**src/rtl/uart_dbg_pkg.sv**
```systemverilog
// uart_dbg_pkg: shared FSM states, ASCII constants and nibble-to-hex helper for the UART debug path
package uart_dbg_pkg;

    typedef enum logic [2:0] {
        IDLE = 3'd0,
        LOAD = 3'd1,
        SEND = 3'd2,
        WAIT = 3'd3,
        NEXT = 3'd4
    } state_t;

    localparam logic [7:0] ASC_0  = 8'h30;
    localparam logic [7:0] ASC_A  = 8'h41;
    localparam logic [7:0] ASC_CR = 8'h0D;
    localparam logic [7:0] ASC_LF = 8'h0A;

    function automatic logic [7:0] hex_ascii(input logic [3:0] n);
        return (n < 4'd10) ? ASC_0 + {4'd0, n} : ASC_A + {4'd0, n} - 8'd10;
    endfunction

endpackage

```
**src/rtl/sync_fifo.sv**
```systemverilog
// sync_fifo: register-array FIFO with wrapping pointers and an occupancy count
//   clk, resetn      clock, asynchronous active-low reset
//   wr_en, wr_data   push request and data (ignored while full)
//   rd_en, rd_data   pop request and head-of-queue data (ignored while empty)
//   level            occupancy 0..DEPTH
//   full, empty      level==DEPTH, level==0
module sync_fifo #(
    parameter int WIDTH = 8,
    parameter int DEPTH = 16
) (
    input  logic                   clk,
    input  logic                   resetn,
    input  logic                   wr_en,
    input  logic [WIDTH-1:0]       wr_data,
    input  logic                   rd_en,
    output logic [WIDTH-1:0]       rd_data,
    output logic [$clog2(DEPTH):0] level,
    output logic                   full,
    output logic                   empty
);
    localparam int AW = $clog2(DEPTH);
    localparam logic [AW:0] LVL_FULL = (AW + 1)'(DEPTH);

    logic [WIDTH-1:0] mem_q [DEPTH];
    logic [AW-1:0]    wr_ptr_q, wr_ptr_d, rd_ptr_q, rd_ptr_d;
    logic [AW:0]      level_q, level_d;
    logic             push, pop;

    always_comb begin
        push     = wr_en && !full;
        pop      = rd_en && !empty;
        wr_ptr_d = push ? wr_ptr_q + AW'(1) : wr_ptr_q;
        rd_ptr_d = pop ? rd_ptr_q + AW'(1) : rd_ptr_q;
        level_d  = level_q + (AW + 1)'(push) - (AW + 1)'(pop);
    end

    always_ff @(posedge clk or negedge resetn) begin
        if (!resetn) begin
            wr_ptr_q <= '0;
            rd_ptr_q <= '0;
            level_q  <= '0;
        end else begin
            wr_ptr_q <= wr_ptr_d;
            rd_ptr_q <= rd_ptr_d;
            level_q  <= level_d;
        end
    end

    // Storage needs no reset: pointers and level define what is valid.
    always_ff @(posedge clk) begin
        if (push) mem_q[wr_ptr_q] <= wr_data;
    end

    assign rd_data = mem_q[rd_ptr_q];
    assign level   = level_q;
    assign full    = level_q == LVL_FULL;
    assign empty   = level_q == '0;

endmodule

```
**src/rtl/uart_debug_streamer.sv**
```systemverilog
// uart_debug_streamer: buffers CPU debug words and drains them to uart_tx as raw bytes or ASCII hex lines
//   clk, resetn           clock, asynchronous active-low reset
//   wr_data, wr_valid     debug word and push request from the CPU
//   wr_ready              FIFO not full
//   level, drop_count     FIFO occupancy, saturating count of pushes lost while full
//   busy                  word in flight or FIFO non-empty
//   tx_byte, tx_dv        byte and one-cycle start pulse to uart_tx
//   tx_active, tx_done    uart_tx status: transmitting, byte finished
module uart_debug_streamer
    import uart_dbg_pkg::*;
#(
    parameter int WORD_W   = 32,
    parameter int DEPTH    = 16,
    parameter int HEX_MODE = 0
) (
    input  logic                   clk,
    input  logic                   resetn,
    input  logic [WORD_W-1:0]      wr_data,
    input  logic                   wr_valid,
    output logic                   wr_ready,
    output logic [$clog2(DEPTH):0] level,
    output logic [15:0]            drop_count,
    output logic                   busy,
    output logic [7:0]             tx_byte,
    output logic                   tx_dv,
    input  logic                   tx_active,
    input  logic                   tx_done
);
    localparam int NSYM = (HEX_MODE != 0) ? WORD_W / 4 + 2 : WORD_W / 8;
    localparam int CW   = $clog2(NSYM + 1);

    state_t            state_q, state_d;
    logic [WORD_W-1:0] sh_q, sh_d, head;
    logic [CW-1:0]     sym_q, sym_d;
    logic [7:0]        tx_byte_q, tx_byte_d;
    logic              tx_dv_q, tx_dv_d;
    logic [15:0]       drop_q, drop_d;
    logic              pop, full, empty;

    // Symbol k of word w: shift the wanted field to the top, then pick it.
    function automatic logic [7:0] symbol(input logic [WORD_W-1:0] w, input logic [CW-1:0] k);
        logic [WORD_W-1:0] s;
        if (HEX_MODE != 0) begin
            s = w << {k, 2'b00};
            return (int'(k) == NSYM - 2) ? ASC_CR :
                   (int'(k) == NSYM - 1) ? ASC_LF : hex_ascii(s[WORD_W-1 -: 4]);
        end
        s = w << {k, 3'b000};
        return s[WORD_W-1 -: 8];
    endfunction

    sync_fifo #(.WIDTH(WORD_W), .DEPTH(DEPTH)) u_fifo (
        .clk     (clk),
        .resetn  (resetn),
        .wr_en   (wr_valid),
        .wr_data (wr_data),
        .rd_en   (pop),
        .rd_data (head),
        .level   (level),
        .full    (full),
        .empty   (empty)
    );

    // tx_byte/tx_dv are registered, so they are computed on the transition into SEND.
    always_comb begin
        state_d   = state_q;
        sh_d      = sh_q;
        sym_d     = sym_q;
        tx_byte_d = tx_byte_q;
        tx_dv_d   = 1'b0;
        pop       = 1'b0;
        drop_d    = (wr_valid && full && drop_q != 16'hFFFF) ? drop_q + 16'd1 : drop_q;
        case (state_q)
            IDLE: state_d = (!empty && !tx_active) ? LOAD : IDLE;
            LOAD: begin
                pop       = 1'b1;
                sh_d      = head;
                sym_d     = '0;
                tx_byte_d = symbol(head, '0);
                tx_dv_d   = 1'b1;
                state_d   = SEND;
            end
            SEND: state_d = WAIT;
            WAIT: state_d = tx_done ? NEXT : WAIT;
            NEXT: begin
                if (int'(sym_q) == NSYM - 1) begin
                    state_d = IDLE;
                end else begin
                    sym_d     = sym_q + CW'(1);
                    tx_byte_d = symbol(sh_q, sym_q + CW'(1));
                    tx_dv_d   = 1'b1;
                    state_d   = SEND;
                end
            end
            default: state_d = IDLE;
        endcase
    end

    always_ff @(posedge clk or negedge resetn) begin
        if (!resetn) begin
            state_q   <= IDLE;
            sh_q      <= '0;
            sym_q     <= '0;
            tx_byte_q <= '0;
            tx_dv_q   <= 1'b0;
            drop_q    <= '0;
        end else begin
            state_q   <= state_d;
            sh_q      <= sh_d;
            sym_q     <= sym_d;
            tx_byte_q <= tx_byte_d;
            tx_dv_q   <= tx_dv_d;
            drop_q    <= drop_d;
        end
    end

    assign wr_ready   = !full;
    assign busy       = (state_q != IDLE) || !empty;
    assign tx_byte    = tx_byte_q;
    assign tx_dv      = tx_dv_q;
    assign drop_count = drop_q;

endmodule
```
**config.mk**
```make
export PLATFORM = sky130hd
export DESIGN_NAME = uart_debug_streamer
export DESIGN_NICKNAME = d
export VERILOG_FILES = /design/src/rtl/uart_dbg_pkg.sv /design/src/rtl/sync_fifo.sv /design/src/rtl/uart_debug_streamer.sv
export SDC_FILE = /design/constraint.sdc
export NUM_CORES = 1
export LEC_CHECK = 0
export ABC_CLOCK_PERIOD_IN_PS = 4850
export CAP_MARGIN = 40
export CORE_MARGIN = 2
export CORE_UTILIZATION = 45
export CTS_CLUSTER_SIZE = 16
export DETAILED_ROUTE_END_ITERATION = 8
export PLACE_DENSITY_LB_ADDON = 0.08
export SYNTH_ARGS = -nofsm -noshare
export SYNTH_HDL_FRONTEND = slang
export SYNTH_HIERARCHICAL = 1
export SYNTH_SLANG_ARGS = --single-unit
```
**constraint.sdc**
```tcl
create_clock -name clk -period 4.85 [get_ports clk]
set_input_delay 0.97 -clock clk [delete_from_list [all_inputs] [get_ports clk]]
set_output_delay 0.97 -clock clk [all_outputs]
set_load 0.05 [all_outputs]
```
==> impl_metrics.toml <==
[clock_tree]
cts.sinks = 588
cts.path.max_buffers = 3
root_buffer = "clkbuf_16"
cts_buffers = 59
clkTransAtPathRegs_ns = 0.07
hold_buffers = 0
cts_setup_buffers = 0
clock_latency_ns = 0.64
h-tree-depth = 2
tritoncts = "built"
ctsResizeCount = 0

[setup_path]
r2r_end = "u_fifo/level[4]"
endpoint = "busy"
r2r_slack_ns = 1.60
r2r_start = "state_q[2]"
endpoint_kind = "output pin"
worstRegToRegCells = 13
crit_path_start_kind = "flip-flop"
cp_max_fo = 3
worstSetupStartpoint = "u_fifo/level[3]"
crit_type = "reg -> out"
worstPathArrival_ns = 2.61
worstPathRequired_ns = 3.88

[floorplanning]
fp.dieH_um = 231.6
core_mm2 = 0.05130
die_area_mm2 = 0.05365
die_x_um = 231.6
num_rows = 83
ios = 69
start_util_pct = 45.45

[status]
outcome = "completed"

[detailed_routing]
viasPerCell = 5.701
antenna_left = 0
wl_per_cell_um = 26.39
dr.pass1.iters = 5
drt-initial-drc-count = 1085
drc_errors = 0
vias = 12110
wirelength_um = 56060

[place]
gp_congestion = 0.7661
hpwl_um = 33860
place_ws_ns = 1.444
io_buffers = 68

[global_route]
antenna_found_initial = 0
grt_pass1_vias = 12260
grt_max_degree = 51
overflow = 0
grt_usage_pct = 21.29
grt_pass1_wl_um = 82490

[logic_synthesis]
ys_types = 53
ys_warn_count = 6
ys_seq_elements = 588
netlist_instances = 1295
synth_area_mm2 = 0.02332
synth_top_area_share_pct = 65.94
syn-num-nets = 1347
avgSynthCellArea_um2 = 18.01
yosysSeqAreaShare_pct = 74.09
synth_largest_area_cell = "edfxtp_1"
synth_area_leaders = "edfxtp_1, dfrtp_1, mux4_2, mux2i_1, nand2_1"

[power_and_ir_drop]
ir_worst_vdd_mv = 0.3171
power_leakage_nw = 9.371
power.density_mw_per_mm2 = 599.2

[timing]
final_hold_viol_count = 0
period_minus_slack_ns = 3.577
max_freq_ghz = 0.2796
setup_viol = 0
maxSlewViolCount = 0
finalWorstSetupSlack_ns = 1.273
rsz0062_at_grt = "no"
skew_ns = 0.02740
final.setup.tns_ns = 0
tightest_slew_ns = 0.7913
finalCritPeriodShare_pct = 73.75
slew_headroom_pct = 47.08

[finish]
syn2layout_area_growth_pct = 14.58
num_antenna_cells = 0
fill_cells = 4176
nets = 1447
drive_above_1_share_pct = 15.51

[hold_path]
hold_class = "in -> async"

[job]
cap_violations = 0
## registers in the layout, indices dropped and copies added (netlist names)
| register | cells |
|---|---|
| sym_q | 3 |
| u_fifo/mem_q | 512 |
| u_fifo/level | 5 |
| drop_count | 16 |
| tx_dv | 1 |
| sh_q | 32 |
| tx_byte | 8 |
| state_q | 3 |
| u_fifo/wr_ptr_q | 4 |
| u_fifo/rd_ptr_q | 4 |
## critical path, cell delays in order, from the launching register on
cell	delay, ns
dfrtp_1	0.40
inv_1	0.09
ha_1	0.15
nor4b_1	0.22
buf_2	0.20
nand3b_1	0.14
clkdlybuf4s50_1	0.77
## how the worst min path moves through the flow
stage                     cells after the start  endpoint     from
final                                         1   sh_q[7]   resetn
after global routing                          1  sh_q[31]   resetn
after CTS                                     1   sh_q[7]   resetn
after detailed placement                      2   sh_q[8]  sh_q[8]
after global placement                        2   sh_q[1]  sh_q[1]
after floorplan                               2   sh_q[0]  sh_q[0]
## area by class of cell
cell class	instances	area, um^2	share of cell area, %
Sequential cell	588	17290	64.70
Multi-Input combinational cell	619	5612	21.00
Clock buffer	86	1618	6.055
Timing Repair Buffer	108	1079	4.037
Tap cell	680	850.8	3.185
Clock inverter	24	201.4	0.7540
Inverter	19	71.32	0.2669
## cells by family (layout without fill, tap and decap cells)
logic type	after synthesis	in the layout	synth area share, %
muxes	203	203	12.63
xor gates and xnor gates	24	24	0.9015
AOI/OAI and AO/OA	165	165	5.194
buffers and inverters	88	237	2.157
adders and majority gates	15	15	0.8371
and+or+nand+nor	212	212	4.191
DFF	588	588	74.09
## metrics by stage
stage | util [%] | hold slack, ns | power (W) | area (um^2) | std cells
6_report | 52.08 | 0.2720 | 0.01601 | 26720 | 2124
5_1_grt | 52.08 | 0.2823 | 0.01678 | 26720 | 2124
4_1_cts | 52.08 | 0.2523 | 0.01618 | 26720 | 2124
3_5_place_dp | 48.53 | 0.4628 | 0.01186 | 24900 | 2014
3_3_place_gp | 48.44 | 0.4543 | 0.01181 | 24850 | 2011
2_1_floorplan | - | 0.4403 | 0.01004 | 23320 | 1295
## synth_stat cells, drive strengths merged
master and count:
nor2 11, and3 4, dfrtp 76, nor3 2, a21oi 8, xnor2 8, and4bb 2, and4b 1
nand3b 1, nor4b 3, nand4 5, fa 1, inv 18, clkbuf 25, nand2b 1, ha 14
o31ai 1, xor2 16, o21bai 1, nor2b 3, nor3b 2, edfxtp 512, o21ai 44, clkinv 1
or3 1, mux4 72, a22oi 40, or2 2, or3b 2, a211oi 3, buf 44, a2111oi 3
a221oi 64, mux2i 128, nand2 150, a21o 1, nor4 5, mux2 3, and2 10, nand3 7
## metal layers
metal  track usage (%)  up-vias  share of wire [%]
met5                 0        -                  0
met1             31.08     6338                 45
li1                  -     5355                  -
met4             5.469        0                2.1
met2             33.59      336                 47
met3             3.396       80                5.3
## report_power, final
group	total, W	leakage, nW	switching, W	internal (W)
Clock	0.00430	0.882	0.00188	0.00242
Sequential	0.00664	5.58	0.000437	0.00621
Combinational	0.00506	2.91	0.00316	0.00190
Total	0.0160	9.37	0.00548	0.0105
## layout by cell type (no fill, tap or decap), types with 11 or more instances in the layout
cell type | Yosys | routed
buf_4 | 0 | 32
inv_1 | 17 | 17
nand2_1 | 150 | 150
dfrtp_1 | 76 | 73
a221oi_1 | 64 | 64
a22oi_1 | 40 | 40
clkbuf_16 | 0 | 59
mux4_2 | 70 | 70
o21ai_0 | 43 | 43
xor2_1 | 16 | 16
clkbuf_1 | 24 | 23
ha_1 | 14 | 14
clkinv_1 | 1 | 11
clkdlybuf4s50_1 | 0 | 67
edfxtp_1 | 512 | 512
mux2i_1 | 128 | 128
Power figures use the tool's default switching activity.
